<file path="src/rtl/radix2_div_unit_pkg.sv">
`default_nettype none
// ============================================================================
// Module  : radix2_div_unit_pkg
// Brief   : Shared state encoding and handshake constants for the radix-2 divider.
// Revision: 1.0
// ============================================================================
package radix2_div_unit_pkg;

    typedef enum logic [1:0] {
        ST_IDLE = 2'b00,
        ST_DZ   = 2'b01,
        ST_BUSY = 2'b10,
        ST_DONE = 2'b11
    } div_state_e;

    localparam logic c_div_start            = 1'b1;
    localparam logic c_div_stop             = 1'b0;
    localparam logic c_div_result_ready     = 1'b1;
    localparam logic c_div_result_not_ready = 1'b0;

endpackage
`default_nettype wire

</file>
<file path="src/rtl/radix2_div_unit_if.sv">
`default_nettype none
// ============================================================================
// Module  : radix2_div_unit_if
// Brief   : Request/response bundle between the EX stage and the divider.
// Revision: 1.0
// ============================================================================
interface radix2_div_unit_if #(
    parameter int WIDTH = 32
) ();
    import radix2_div_unit_pkg::*;

    logic                 signed_div_i;
    logic [WIDTH-1:0]     opdata1_i;
    logic [WIDTH-1:0]     opdata2_i;
    logic                 start_i;
    logic                 annul_i;
    logic [2*WIDTH-1:0]   result_o;
    logic                 ready_o;
    logic                 busy_o;
    logic                 dz_o;

    modport master (
        output signed_div_i, opdata1_i, opdata2_i, start_i, annul_i,
        input  result_o, ready_o, busy_o, dz_o
    );

    modport slave (
        input  signed_div_i, opdata1_i, opdata2_i, start_i, annul_i,
        output result_o, ready_o, busy_o, dz_o
    );
endinterface
`default_nettype wire

</file>
<file path="src/rtl/radix2_div_unit.sv">
`default_nettype none
// ============================================================================
// Module  : radix2_div_unit
// Brief   : Iterative restoring divider, one quotient bit per cycle, signed/unsigned.
// Revision: 1.0
// ============================================================================
module radix2_div_unit
    import radix2_div_unit_pkg::*;
#(
    parameter int WIDTH           = 32,
    parameter int ZERO_LATENCY_DZ = 1
) (
    input  logic              clk,
    input  logic              rst,
    radix2_div_unit_if.slave  bus
);

    localparam int                 c_cnt_w = $clog2(WIDTH);
    localparam logic [c_cnt_w-1:0] c_last  = c_cnt_w'(WIDTH - 1);

    div_state_e           r_state;
    div_state_e           w_state_next;
    logic                 r_signed;
    logic                 r_dvd_sign;
    logic                 r_dvs_sign;
    logic                 r_dz_pending;
    logic [WIDTH-1:0]     r_quot;
    logic [WIDTH-1:0]     r_rem;
    logic [WIDTH-1:0]     r_divisor;
    logic [WIDTH-1:0]     r_dividend_orig;
    logic [c_cnt_w-1:0]   r_count;
    logic [2*WIDTH-1:0]   r_result;
    logic                 r_dz_flag;

    logic                 w_accept;
    logic                 w_op1_neg;
    logic                 w_op2_neg;
    logic [WIDTH-1:0]     w_op1_mag;
    logic [WIDTH-1:0]     w_op2_mag;
    logic [WIDTH:0]       w_shift;
    logic [WIDTH:0]       w_trial;
    logic                 w_ge;
    logic [WIDTH-1:0]     w_rem_next;
    logic [WIDTH-1:0]     w_quot_next;
    logic [WIDTH-1:0]     w_quot_fix;
    logic [WIDTH-1:0]     w_rem_fix;
    logic [2*WIDTH-1:0]   w_final;
    logic                 w_done_entry;

    assign w_accept  = (r_state == ST_IDLE) && (bus.start_i == c_div_start) && !bus.annul_i;
    assign w_op1_neg = bus.signed_div_i && bus.opdata1_i[WIDTH-1];
    assign w_op2_neg = bus.signed_div_i && bus.opdata2_i[WIDTH-1];
    assign w_op1_mag = w_op1_neg ? -bus.opdata1_i : bus.opdata1_i;
    assign w_op2_mag = w_op2_neg ? -bus.opdata2_i : bus.opdata2_i;

    // Partial remainder is kept below the divisor, so bit WIDTH of the trial
    // difference is exactly the borrow of the restoring subtraction.
    assign w_shift     = {r_rem, r_quot[WIDTH-1]};
    assign w_trial     = w_shift - {1'b0, r_divisor};
    assign w_ge        = ~w_trial[WIDTH];
    assign w_rem_next  = w_ge ? w_trial[WIDTH-1:0] : w_shift[WIDTH-1:0];
    assign w_quot_next = {r_quot[WIDTH-2:0], w_ge};

    assign w_quot_fix = (r_signed && (r_dvd_sign ^ r_dvs_sign)) ? -w_quot_next : w_quot_next;
    assign w_rem_fix  = (r_signed && r_dvd_sign) ? -w_rem_next : w_rem_next;
    assign w_final    = r_dz_pending ? {r_dividend_orig, {WIDTH{1'b1}}} : {w_rem_fix, w_quot_fix};

    assign w_done_entry = (w_state_next == ST_DONE);

    always_comb begin
        w_state_next = r_state;
        case (r_state)
            ST_IDLE: begin
                if (w_accept) begin
                    w_state_next = (bus.opdata2_i == '0) ? ST_DZ : ST_BUSY;
                end
            end
            ST_DZ: begin
                if (bus.annul_i) begin
                    w_state_next = ST_IDLE;
                end else begin
                    w_state_next = (ZERO_LATENCY_DZ != 0) ? ST_DONE : ST_BUSY;
                end
            end
            ST_BUSY: begin
                if (bus.annul_i) begin
                    w_state_next = ST_IDLE;
                end else if (r_count == c_last) begin
                    w_state_next = ST_DONE;
                end
            end
            ST_DONE: begin
                w_state_next = ST_IDLE;
            end
            default: begin
                w_state_next = ST_IDLE;
            end
        endcase
    end

    always_ff @(posedge clk or posedge rst) begin
        if (rst) begin
            r_state <= ST_IDLE;
        end else begin
            r_state <= w_state_next;
        end
    end

    always_ff @(posedge clk or posedge rst) begin
        if (rst) begin
            r_signed        <= 1'b0;
            r_dvd_sign      <= 1'b0;
            r_dvs_sign      <= 1'b0;
            r_dz_pending    <= 1'b0;
            r_quot          <= '0;
            r_rem           <= '0;
            r_divisor       <= '0;
            r_dividend_orig <= '0;
            r_count         <= '0;
            r_result        <= '0;
            r_dz_flag       <= 1'b0;
        end else begin
            if (w_accept) begin
                r_signed        <= bus.signed_div_i;
                r_dvd_sign      <= bus.opdata1_i[WIDTH-1];
                r_dvs_sign      <= bus.opdata2_i[WIDTH-1];
                r_dz_pending    <= (bus.opdata2_i == '0);
                r_quot          <= w_op1_mag;
                r_rem           <= '0;
                r_divisor       <= w_op2_mag;
                r_dividend_orig <= bus.opdata1_i;
                r_count         <= '0;
            end else if (r_state == ST_BUSY) begin
                r_quot  <= w_quot_next;
                r_rem   <= w_rem_next;
                r_count <= r_count + c_cnt_w'(1);
            end
            if (w_done_entry) begin
                r_result  <= w_final;
                r_dz_flag <= r_dz_pending;
            end
        end
    end

    assign bus.result_o = r_result;
    assign bus.dz_o     = r_dz_flag;
    assign bus.ready_o  = (r_state == ST_DONE) ? c_div_result_ready : c_div_result_not_ready;
    assign bus.busy_o   = (r_state != ST_IDLE);

endmodule
`default_nettype wire

</file>
<file path="src/flat_wrapper.sv">
// flat-port wrapper written by rule: the top's interface ports become plain ports
module radix2_div_unit_flat import radix2_div_unit_pkg::*;
#(
    parameter int WIDTH           = 32,
    parameter int ZERO_LATENCY_DZ = 1
)
  (clk, rst, bus_signed_div_i, bus_opdata1_i, bus_opdata2_i, bus_start_i, bus_annul_i, bus_result_o, bus_ready_o, bus_busy_o, bus_dz_o);
  radix2_div_unit_if #(.WIDTH(WIDTH)) bus_i ();
  input  logic clk;
  input  logic rst;
  input wire logic [$bits(bus_i.signed_div_i)-1:0] bus_signed_div_i;
  input wire logic [$bits(bus_i.opdata1_i)-1:0] bus_opdata1_i;
  input wire logic [$bits(bus_i.opdata2_i)-1:0] bus_opdata2_i;
  input wire logic [$bits(bus_i.start_i)-1:0] bus_start_i;
  input wire logic [$bits(bus_i.annul_i)-1:0] bus_annul_i;
  output wire logic [$bits(bus_i.result_o)-1:0] bus_result_o;
  output wire logic [$bits(bus_i.ready_o)-1:0] bus_ready_o;
  output wire logic [$bits(bus_i.busy_o)-1:0] bus_busy_o;
  output wire logic [$bits(bus_i.dz_o)-1:0] bus_dz_o;
  assign bus_i.signed_div_i = bus_signed_div_i;
  assign bus_i.opdata1_i = bus_opdata1_i;
  assign bus_i.opdata2_i = bus_opdata2_i;
  assign bus_i.start_i = bus_start_i;
  assign bus_i.annul_i = bus_annul_i;
  assign bus_result_o = bus_i.result_o;
  assign bus_ready_o = bus_i.ready_o;
  assign bus_busy_o = bus_i.busy_o;
  assign bus_dz_o = bus_i.dz_o;
  radix2_div_unit #(.WIDTH(WIDTH), .ZERO_LATENCY_DZ(ZERO_LATENCY_DZ)) u_core (.clk(clk), .rst(rst), .bus(bus_i));
endmodule
</file>
<file path="config.mk">
export PLATFORM = sky130hd
export DESIGN_NAME = radix2_div_unit_flat
export DESIGN_NICKNAME = d
export VERILOG_FILES = /design/src/rtl/radix2_div_unit_pkg.sv /design/src/rtl/radix2_div_unit_if.sv /design/src/rtl/radix2_div_unit.sv /design/src/flat_wrapper.sv
export SDC_FILE = /design/constraint.sdc
export NUM_CORES = 1
export LEC_CHECK = 0
export BUFFER_PORTS_ARGS = -buffer_cell sky130_fd_sc_hd__buf_4
export CORE_MARGIN = 2
export CORE_UTILIZATION = 60
export CTS_CLUSTER_DIAMETER = 30
export CTS_CLUSTER_SIZE = 40
export DETAILED_ROUTE_END_ITERATION = 8
export PLACE_DENSITY = 0.81
export SLEW_MARGIN = 20
export SYNTH_ARGS = -nofsm -noshare
export SYNTH_HDL_FRONTEND = slang
export SYNTH_SLANG_ARGS = --single-unit
</file>
<file path="constraint.sdc">
create_clock -name clk -period 7.7 [get_ports clk]
set_input_delay 0.385 -clock clk [delete_from_list [all_inputs] [get_ports clk]]
set_output_delay 0.385 -clock clk [all_outputs]
set_load 0.02 [all_outputs]
</file>
* Word-level counts from Yosys, hierarchy flattened *
Cells that the tools add are included.

operators by class
  mux-type cells = 19
  add/sub/neg operators = 6
  reduce and logical (&&, ||, !) cells = 11
  bitwise operators = 2
  eq/ne operators = 5

operators with widths
  operator                                             count
  2-to-1 mux 32 bit                                    9
  negation 32 bit                                      4
  2-to-1 mux 64 bit                                    1
  subtractor 33 x 32 -> 33 bit                         1
  logical NOT 32 bit                                   1
  2-to-1 mux 2 bit                                     5
  2-to-1 mux 5 bit                                     2
  one-hot mux 2 bit (4 select lines)                   1
  equality test 2 bit, second input constant           3
  logical AND 1 bit                                    6
  adder 5 x 1 -> 5 bit, second input constant          1
  equality test 5 bit, second input constant           1
  nonzero test 2 bit                                   2
  equality test 2 x 1 -> 1 bit, second input constant  1
  logical NOT 2 bit                                    1
  logical NOT 1 bit                                    1
  2-to-1 mux 1 bit                                     1
  NOT 1 bit                                            1
  bitwise XOR 1 bit                                    1

word-level totals
  output and inout port bits = 67
  register bits = 204

* Logic depth before layout (Yosys ltp) *
Gate-level depths: netlist of run 1.

  depth in word-level cells = 6
  depth in mapped cells = 24
  mapped depth without buffers = 22

* Worst setup path after synthesis of run 1 *
Ideal clock, no wire load.

  path kind = register to register
  start point = register u_core.r_quot[31]
  end point = register u_core.r_result[60], in the netlist u_core.bus.result_o[60]
  data arrival time = 5,459 ps
  data required time = 7,572 ps
  cell stages (with the launch flop) = 25
  slack = 2,114 ps
  clock period less this slack = 5,586 ps
  buffers on the path = 2
  library setup time = 128 ps
  cells stage by stage = dfrtp_1 -> inv_1 -> ha_1 -> inv_1 -> fa_1 -> a211oi_2 -> o211a_1 -> o31a_4 -> a211oi_4 -> nor3_1 -> nor2_1 -> inv_1 -> clkbuf_1 -> clkbuf_1 -> nor2_1 -> a21oi_1 -> ha_1 -> or4bb_1 -> nor3_1 -> o21ai_0 -> a222oi_1 -> nand4_2 -> o31ai_2 -> xnor2_1 -> o22ai_1

between the ends
  longest elaborated chain between the ends = 5

RTL lines
  what                          RTL line                source
  start, declared               radix2_div_unit.sv:27   logic [WIDTH-1:0] r_quot;
  start signal, assigned        radix2_div_unit.sv:128  r_quot <= w_op1_mag;
  start signal, assigned        radix2_div_unit.sv:134  r_quot <= w_quot_next;
  subtractor 33 x 32 -> 33 bit  radix2_div_unit.sv:59   assign w_trial = w_shift - {1'b0, r_divisor};
  2-to-1 mux 32 bit *           radix2_div_unit.sv:61   assign w_rem_next = w_ge ? w_trial[WIDTH-1:0] : w_shift[WIDTH-1:0];
  negation 32 bit               radix2_div_unit.sv:65   assign w_rem_fix = (r_signed && r_dvd_sign) ? -w_rem_next : w_rem_next;
  2-to-1 mux 32 bit *           radix2_div_unit.sv:65
  2-to-1 mux 64 bit *           radix2_div_unit.sv:66   assign w_final = r_dz_pending ? {r_dividend_orig, {WIDTH{1'b1}}} : {w_rem_fix, w_quot_fix};
  end signal, assigned          radix2_div_unit.sv:139  r_result <= w_final;
  end, declared                 radix2_div_unit.sv:32   logic [2*WIDTH-1:0] r_result;

Mark *: on every way between the ends. The rest lies on a longest branch, timed or not.
A chain may end at the register's enable or synchronous reset.

* Worst setup path in the final report of run 1 *
Ends and elaborated chain as after synthesis.

==> metrics.csv, run 1 <==
stage,metric,value,unit
setup_path,Setup crit end,u_core.bus.result_o[60],
layout,Filler Cell Count,1680,
setup_path,path depth of the worst reg2reg path,23,
routing,"wirelength, routed",42050,um
logic_synthesis,"EDFF count, synth",0,
grt,first-pass GRT wire length,67420,um
layout,# nets final,1884,
clock_network,number of clock buffers inserted by TritonCTS,44,
timing,Worst-Margin Slew,1.133,ns
logic_synthesis,dominant cells by area after synthesis,"sky130_fd_sc_hd__dfrtp_1, sky130_fd_sc_hd__nand2_1, sky130_fd_sc_hd__o21ai_0",
logic_synthesis,number of instances in the synthesized netlist,1684,
routing,detailed router's first-iteration violation count,1242,
routing,DRC Markers,0,
floorplan,y dimension of the die,153.8,um
placed_design,detailed placer's ending HPWL,29040,um
clock_network,quantity of hold-fixing buffers added after cts,0,
layout,layout cells sized above 1,14.24,%
layout,core utilization of the finished layout,73.65,%
setup_path,largest fanout of any net on the critical path,40,
setup_path,setup slack of the worst register-to-register path,1.44,ns
timing,unrepaired setup endpoints after global routing,no,
layout,footprint of the multi-input gates,7814,um2
timing,tightest slew margin relative to the limit,24.49,%
setup_path,Crit. End Element,flip-flop,
floorplan,Core Footprint,21890,um2
logic_synthesis,number of distinct library cell variants in the gate-level netlist after synthesis,76,
pwr,leakage component of the power,7.184,nW
logic_synthesis,fraction of registers with async set/reset,100.0,%
logic_synthesis,number of warnings reported in the yosys synthesis log,0,
placed_design,final weighted congestion in routability-driven placement,0.9539,
clock_network,root buf cell,sky130_fd_sc_hd__clkbuf_16,
floorplan,number of placement rows,54,
clock_network,number of buffers inserted by post-CTS setup repair,0,
logic_synthesis,library cell with the largest summed area after synthesis,sky130_fd_sc_hd__dfrtp_1,
setup_path,worst setup path startpoint,u_core.r_quot[31],
grt,Overall Global Routing Usage,35.33,%
setup_path,Arrival @ worst endpoint,6.67,ns
floorplan,total I/O pin count,136,
logic_synthesis,cell area after synthesis,13460,um2
timing,Fin. Hold Viols,0,
clock_network,Clock Tree Buf Depth,3,
clock_network,clock latency at the later pin of the worst-skew pair,0.54,ns
pwr,power per unit of standard cell area,429.6,nW/um2
routing,first-pass iteration count of the detailed router,6,
routing,average routed wire per standard cell,20.10,um
setup_path,Crit path required time,8.11,ns
timing,period utilization,81.32,%
grt,number of global-route vias before repair,12800,
logic_synthesis,post-synthesis register bit count,203,
floorplan,area enclosed by the die boundary,23650,um2
floorplan,effective utilization at floorplan,61.50,%
timing,fmax,159.7,MHz
grt,number of antenna violations at the first check in global routing,1,
clock_network,level count of the clock H-tree,2,
timing,setup violators final,0,
clock_network,clock tree from TritonCTS,done,
layout,most common library cell in the layout ignoring fill and taps,sky130_fd_sc_hd__nand2_1,
setup_path,capture point of the worst reg-to-reg path,u_core.bus.result_o[60],
timing,number of pins with negative max-slew slack in the final report,0,
pwr,maximum resistive drop on vdd,279.9,uV
logic_synthesis,Mapped Nets,1792,
timing,final setup TNS,0,ns
clock_network,clock net sink count,203,
timing,worst clock skew,0.01744,ns
routing,Via Count,13310,
setup_path,category of the critical setup timing path,reg2reg,
job,MaxCap Viol Count,0,
min_path,path category of the worst min-delay check,in2async,
clock_network,clock slew seen by the registers of the worst setup and hold paths,0.05,ns
logic_synthesis,part of the Yosys area used for sequential elements,37.73,%
grt,overflow left after global routing,0,
routing,Antenna Violating Nets Remaining,0,
placed_design,number of port buffers,135,
logic_synthesis,top cell type's share of synthesized area,37.73,%
status,run status,"complete, no violations",
layout,layout overhead on the synthesized area,19.75,%
layout,ant diodes,0,
setup_path,R2R Path Start,u_core.r_quot[31],
clock_network,Resized cells post-CTS,0,
logic_synthesis,mean post-synth cell area,7.995,um2
floorplan,floorplan die width,153.8,um
logic_synthesis,"Primary FF master, synth",sky130_fd_sc_hd__dfrtp_1,
timing,Final min period,6.261,ns
layout,Storage cell area,5081,um2
setup_path,Critical Path Source Type,flip-flop,
grt,largest net degree at the start of global routing,132,
routing,post-detailed-route via-to-cell ratio,6.361,
layout,"commonest cells after routing, fill and taps aside","sky130_fd_sc_hd__nand2_1, sky130_fd_sc_hd__dfrtp_1, sky130_fd_sc_hd__o21ai_0, sky130_fd_sc_hd__buf_4, sky130_fd_sc_hd__a21oi_1",
[metrics by stage]
step	setup slack (ns)	hold slack [ns]	total power (W)	std cells	area, um2
floorplan	1.776	0.4368	0.003916	1684	13460
global placement	1.786	0.4514	0.004801	2010	14580
detailed placement	1.587	0.4537	0.004862	2010	14580
CTS	1.568	0.07705	0.006843	2092	16120
global route	0.9917	0.08721	0.007332	2092	16120
finish	1.439	0.01646	0.006926	2092	16120
[routing by layer]
layer	routed length (um)	GRT usage, %
met4	1306	11.18
met1	17430	49.22
met2	19250	55.64
met5	0	0
met3	4062	7.413
[Yosys cell counts, drive strengths merged, types with 7 or more instances]
master	instances
nand2	284
dfrtp	203
o21ai	168
a21oi	148
nor2	142
clkbuf	90
xnor2	77
xor2	56
inv	53
nand3	48
a31oi	39
ha	38
nor3	36
mux2i	27
o31ai	23
nand2b	20
o21a	17
a21o	16
buf	14
nor4	14
o41ai	14
nand4	13
and3	12
a211oi	11
and2	10
o211ai	10
or4	8
or3	7
[sequential cells by signal, indices dropped and copies added (netlist names)]
| signal | cells |
|---|---|
| u_core.bus.dz_o | 1 |
| u_core.bus.result_o | 64 |
| u_core.r_count | 5 |
| u_core.r_dividend_orig | 32 |
| u_core.r_divisor | 32 |
| u_core.r_dvs_sign | 1 |
| u_core.r_dz_pending | 1 |
| u_core.r_quot | 32 |
| u_core.r_rem | 32 |
| u_core.r_signed | 1 |
| u_core.r_state | 2 |
[worst min path at each step]
stage,startpoint,slack (ns),cells after the start,to
final,rst,0.02,2,u_core.bus.result_o[57]
after global routing,bus_opdata1_i[12],0.09,3,u_core.r_dividend_orig[12]
after detailed placement,u_core.r_dividend_orig[22],0.45,2,u_core.r_dividend_orig[22]
after floorplan,u_core.r_dividend_orig[29],0.44,2,u_core.r_dividend_orig[29]
after CTS,bus_opdata1_i[13],0.08,3,u_core.r_dividend_orig[13]
after global placement,u_core.r_dividend_orig[22],0.45,2,u_core.r_dividend_orig[22]
[area by class of cell]
| cell class | count | area share, % |
|---|---|---|
| well taps | 280 | 2.173 |
| clock buffers | 54 | 7.567 |
| inverters | 53 | 1.281 |
| clock inverters | 28 | 2.010 |
| repair buffers | 150 | 6.985 |
| flip-flops and latches | 203 | 31.52 |
| multi-input cells | 1324 | 48.47 |
[worst max-delay path: stages, from the launching register on]
cell and delay (ns):
sky130_fd_sc_hd__dfrtp_1 0.42, sky130_fd_sc_hd__inv_1 0.07, sky130_fd_sc_hd__ha_1 0.16, sky130_fd_sc_hd__inv_1 0.06, sky130_fd_sc_hd__fa_1 0.43, sky130_fd_sc_hd__a211oi_2 0.29, sky130_fd_sc_hd__o211a_1 0.27, sky130_fd_sc_hd__o31a_4 0.22
sky130_fd_sc_hd__a211oi_4 0.08, sky130_fd_sc_hd__o21a_1 0.18, sky130_fd_sc_hd__buf_4 0.20, sky130_fd_sc_hd__nor2_2 0.19, sky130_fd_sc_hd__inv_1 0.08, sky130_fd_sc_hd__buf_4 0.26, sky130_fd_sc_hd__a21oi_1 0.30, sky130_fd_sc_hd__ha_1 0.27
sky130_fd_sc_hd__or4bb_1 0.52, sky130_fd_sc_hd__nor3_1 0.15, sky130_fd_sc_hd__o21ai_0 0.17, sky130_fd_sc_hd__a222oi_1 0.94, sky130_fd_sc_hd__nand4_2 0.31, sky130_fd_sc_hd__o31ai_2 0.29, sky130_fd_sc_hd__xnor2_1 0.16, sky130_fd_sc_hd__o22ai_1 0.10
[kinds of logic after synthesis]
kind of cell    after synthesis  share of synthesized area (%)
mux                          29                          2.175
xor+xnor                    133                          8.652
compound gates              501                          22.63
buf+inv                     157                          4.480
fa+ha+maj                    39                          3.680
flops                       203                          37.73
simple gates                622                          20.65
[power by group]
part           switching, W  internal [W]
Combinational       0.00217       0.00124
Sequential         0.000262       0.00132
Clock              0.000659       0.00128
Total               0.00309       0.00383
No activity file was read; power rests on OpenSTA's default activity.
==> inputs of run 2 (changes only) <==
--- a/config.mk
+++ b/config.mk
@@ -7,11 +7,11 @@
 export LEC_CHECK = 0
 export BUFFER_PORTS_ARGS = -buffer_cell sky130_fd_sc_hd__buf_4
 export CORE_MARGIN = 2
-export CORE_UTILIZATION = 60
+export CORE_UTILIZATION = 55
 export CTS_CLUSTER_DIAMETER = 30
 export CTS_CLUSTER_SIZE = 40
 export DETAILED_ROUTE_END_ITERATION = 8
-export PLACE_DENSITY = 0.81
+export PLACE_DENSITY = 0.78
 export SLEW_MARGIN = 20
 export SYNTH_ARGS = -nofsm -noshare
 export SYNTH_HDL_FRONTEND = slang
==> constraint.sdc (replaced) <==
create_clock -name clk -period 5.5 [get_ports clk]
set_input_delay 0.275 -clock clk [delete_from_list [all_inputs] [get_ports clk]]
set_output_delay 0.275 -clock clk [all_outputs]
set_load 0.02 [all_outputs]
==> run 2 against run 1 <==
Against the previous run:
- the run now ends with hold timing left
- register-to-register slack got worse by 1.1 ns
- setup slack got worse by 1.1 ns
- design area rose by 3.3%
- flip-flop and latch count did not move
- non-clock buffer count rose by 23
- sequential power rose by 41%
- combinational power rose by 43%
- via count rose by 0.58%
- sequential share of layout area fell by 1.0 points
- utilization fell by 4.7 points
- critical endpoint unchanged
==> metrics.csv, run 2 (synthesis gave the netlist of run 1 again) <==
stage,metric,value,unit,change
pwr,fraction of power consumed by sequential logic,21.8,%,-1.0 points
routing,first-pass iteration count of the detailed router,8,,+2
setup_path,worst setup path startpoint,u_core.r_quot[31],,
status,run status,finished with violations,,
setup_path,delay of the slowest cell on the worst path,0.54,ns,-0.40 ns
routing,post-detailed-route via-to-cell ratio,6.182,,-2.8%
layout,Largest register FFs,64,,unchanged
timing,unrepaired setup endpoints after global routing,no,,
clock_network,Clock Tree Buf Depth,3,,unchanged
placed_design,number of port buffers,135,,unchanged
placed_design,detailed placer's ending HPWL,29990,um,+3.3%
setup_path,Arrival @ worst endpoint,5.59,ns,-1.08 ns
setup_path,Critical Path Source Type,flip-flop,,
setup_path,capture point of the worst reg-to-reg path,u_core.bus.result_o[60],,
clock_network,clock latency at the later pin of the worst-skew pair,0.55,ns,about the same
timing,setup violators final,0,,unchanged
grt,largest net degree at the start of global routing,154,,+17%
min_path,path category of the worst min-delay check,in2async,,
routing,"wirelength, routed",43090,um,+2.5%
setup_path,Setup crit end,u_core.bus.result_o[60],,
pwr,maximum resistive drop on vdd,418.3,uV,+49%
layout,layout overhead on the synthesized area,23.75,%,
layout,layout cells sized above 1,14.77,%,+0.54 points
grt,number of global-route vias before repair,12770,,-0.20%
job,MaxCap Viol Count,0,,unchanged
pwr,NetSw,0.004378,W,+41%
timing,fmax,193.0,MHz,+21%
setup_path,buffers and inverters on the worst path,4,,-1
routing,Via Count,13390,,+0.58%
timing,hold_ws,-0.04521,ns,-0.06167 ns
timing,period utilization,94.19,%,+13 points
timing,Worst-Margin Slew,0.9687,ns,-0.1639 ns
setup_path,largest fanout of any net on the critical path,7,,-83%
floorplan,effective utilization at floorplan,55.68,%,-5.8 points
grt,overflow left after global routing,0,,unchanged
pwr,part of the total power dissipated in the clock network,30.5,%,+2.5 points
routing,DRC Markers,0,,unchanged
grt,number of antenna violations at the first check in global routing,0,,-1
routing,Antenna Violating Nets Remaining,0,,unchanged
pwr,part of the power in combinational logic,47.8,%,-1.5 points
grt,Overall Global Routing Usage,33.43,%,-1.9 points
clock_network,level count of the clock H-tree,2,,unchanged
floorplan,area enclosed by the die boundary,25750,um2,+8.8%
floorplan,number of placement rows,57,,+5.6%
clock_network,root buf cell,sky130_fd_sc_hd__clkbuf_16,,
pwr,power per unit of standard cell area,611.6,nW/um2,+42%
setup_path,crit-path leading delay family,compound AO/OA/AOI/OAI gates,,
placed_design,final weighted congestion in routability-driven placement,0.9446,,-0.97%
layout,"commonest cells after routing, fill and taps aside","sky130_fd_sc_hd__nand2_1, sky130_fd_sc_hd__dfrtp_1, sky130_fd_sc_hd__o21ai_0, sky130_fd_sc_hd__buf_4, sky130_fd_sc_hd__a21oi_1",,
timing,number of pins with negative max-slew slack in the final report,0,,unchanged
setup_path,path depth of the worst reg2reg path,22,,-4.3%
floorplan,y dimension of the die,160.5,um,+4.3%
routing,detailed router's first-iteration violation count,1742,,+40%
setup_path,category of the critical setup timing path,reg2reg,,
timing,Fin. Hold Viols,12,,+12
layout,ant diodes,0,,unchanged
status,violations in the final reports,hold timing,,
floorplan,total I/O pin count,136,,unchanged
clock_network,clock slew seen by the registers of the worst setup and hold paths,0.05,ns,about the same
layout,# nets final,1912,,+1.5%
setup_path,Crit path required time,5.91,ns,-2.20 ns
pwr,leakage component of the power,7.404,nW,+3.1%
timing,final setup TNS,0,ns,unchanged
timing,Final min period,5.181,ns,-1.081 ns
setup_path,cell count along the critical path,22,,-4.3%
clock_network,clock net sink count,203,,unchanged
clock_network,clock tree from TritonCTS,done,,
timing,worst clock skew,0.01880,ns,+0.001362 ns
floorplan,floorplan die width,160.5,um,+4.3%
pwr,Internal Pwr Total,0.005811,W,+52%
layout,most common library cell in the layout ignoring fill and taps,sky130_fd_sc_hd__nand2_1,,
pwr,sw frac,42.97,%,-1.7 points
setup_path,worst-path cell chain,inv_1 -> ha_1 -> inv_1 -> fa_1 -> a211oi_4 -> o211a_1 -> o31a_4 -> a211oi_4 -> o21a_1 -> nor2_2 -> buf_4 -> mux2i_2 -> ha_1 -> or4bb_1 -> nor3_2 -> o21ai_1 -> a222oi_1 -> buf_4 -> nand4_2 -> o31ai_2 -> xnor2_1 -> o22ai_1,,
grt,first-pass GRT wire length,69210,um,+2.7%
layout,core utilization of the finished layout,68.91,%,-4.7 points
clock_network,number of clock buffers inserted by TritonCTS,49,,+11%
setup_path,setup slack of the worst register-to-register path,0.32,ns,-1.12 ns
floorplan,Core Footprint,24180,um2,+10%
routing,average routed wire per standard cell,19.90,um,-0.98%
timing,tightest slew margin relative to the limit,35.27,%,+11 points
setup_path,R2R Path Start,u_core.r_quot[31],,
setup_path,critical-path cell with the highest stage delay,sky130_fd_sc_hd__or4bb_1,,
setup_path,Crit. End Element,flip-flop,,
==> run 2: cell count changes in the layout (fill, tap and decap cells not counted), sizes merged <==
cell,delta
dlygate4sd3,+17
clkbuf,+8
buf,+6
bufinv,+5
clkinv,-3
inv,-3
clkinvlp,-1
==> run 2: layer usage <==
metal	vias up	routed length (um)	GRT usage, %	share of wire [%]
li1	6201	-	-	-
met2	655	19240	51.35	45
met1	6396	18320	47.03	43
met3	133	3971	7.541	9.2
met4	0	1561	11.14	3.6
met5	-	0	0	0
==> run 2: power by group through the flow <==
stage          clock network, W  logic [W]  registers (W)
2_1_floorplan                 0    0.00328        0.00221
5_1_grt                 0.00321    0.00534        0.00226
3_5_place_dp                  0    0.00468        0.00221
4_1_cts                 0.00312    0.00474        0.00220
6_report                0.00310    0.00487        0.00222
3_3_place_gp                  0    0.00462        0.00220
==> run 2: worst min-delay path, delay by kind of cell <==
kind | cells | cell delay (ns)
buf+inv | 3 | 0.74
==> run 2: worst min-delay path by stage <==
stage	to	slack [ns]
floorplan	u_core.r_state[1]	0.35
global route	u_core.r_dividend_orig[14]	0.009
finish	u_core.bus.result_o[0]	-0.05
CTS	u_core.r_dividend_orig[14]	0.0006
detailed placement	u_core.r_dividend_orig[22]	0.46
global placement	u_core.r_dividend_orig[29]	0.45
==> run 2: metrics by stage <==
step	total power [W]	cells	setup slack (ns)	instance area, um2
6_report	0.01019	2165	0.3193	16660
5_1_grt	0.01081	2165	0.02703	16660
3_5_place_dp	0.006896	2059	0.2672	14680
2_1_floorplan	0.005488	1684	0.01260	13470
4_1_cts	0.01006	2164	0.2027	16630
3_3_place_gp	0.006822	2059	0.3806	14680
==> run 2: repair_timing <==
action | CTS | global route
endpoints found under the setup margin | 0 | 8
hold endpoints to repair | 17 | 0
hold buffers | 17 | 0
gates resized for setup | 0 | 6
setup buffers | 0 | 1
==> run 2: cell type report <==
class | count | area, um2
Tap cell | 324 | 405.4
Clock buffer | 62 | 1366
Timing Repair Buffer | 173 | 1354
Clock inverter | 26 | 411.6
Inverter | 53 | 202.7
Multi-Input combinational cell | 1324 | 7836
Fill cell | 1908 | 7517
Sequential cell | 203 | 5084
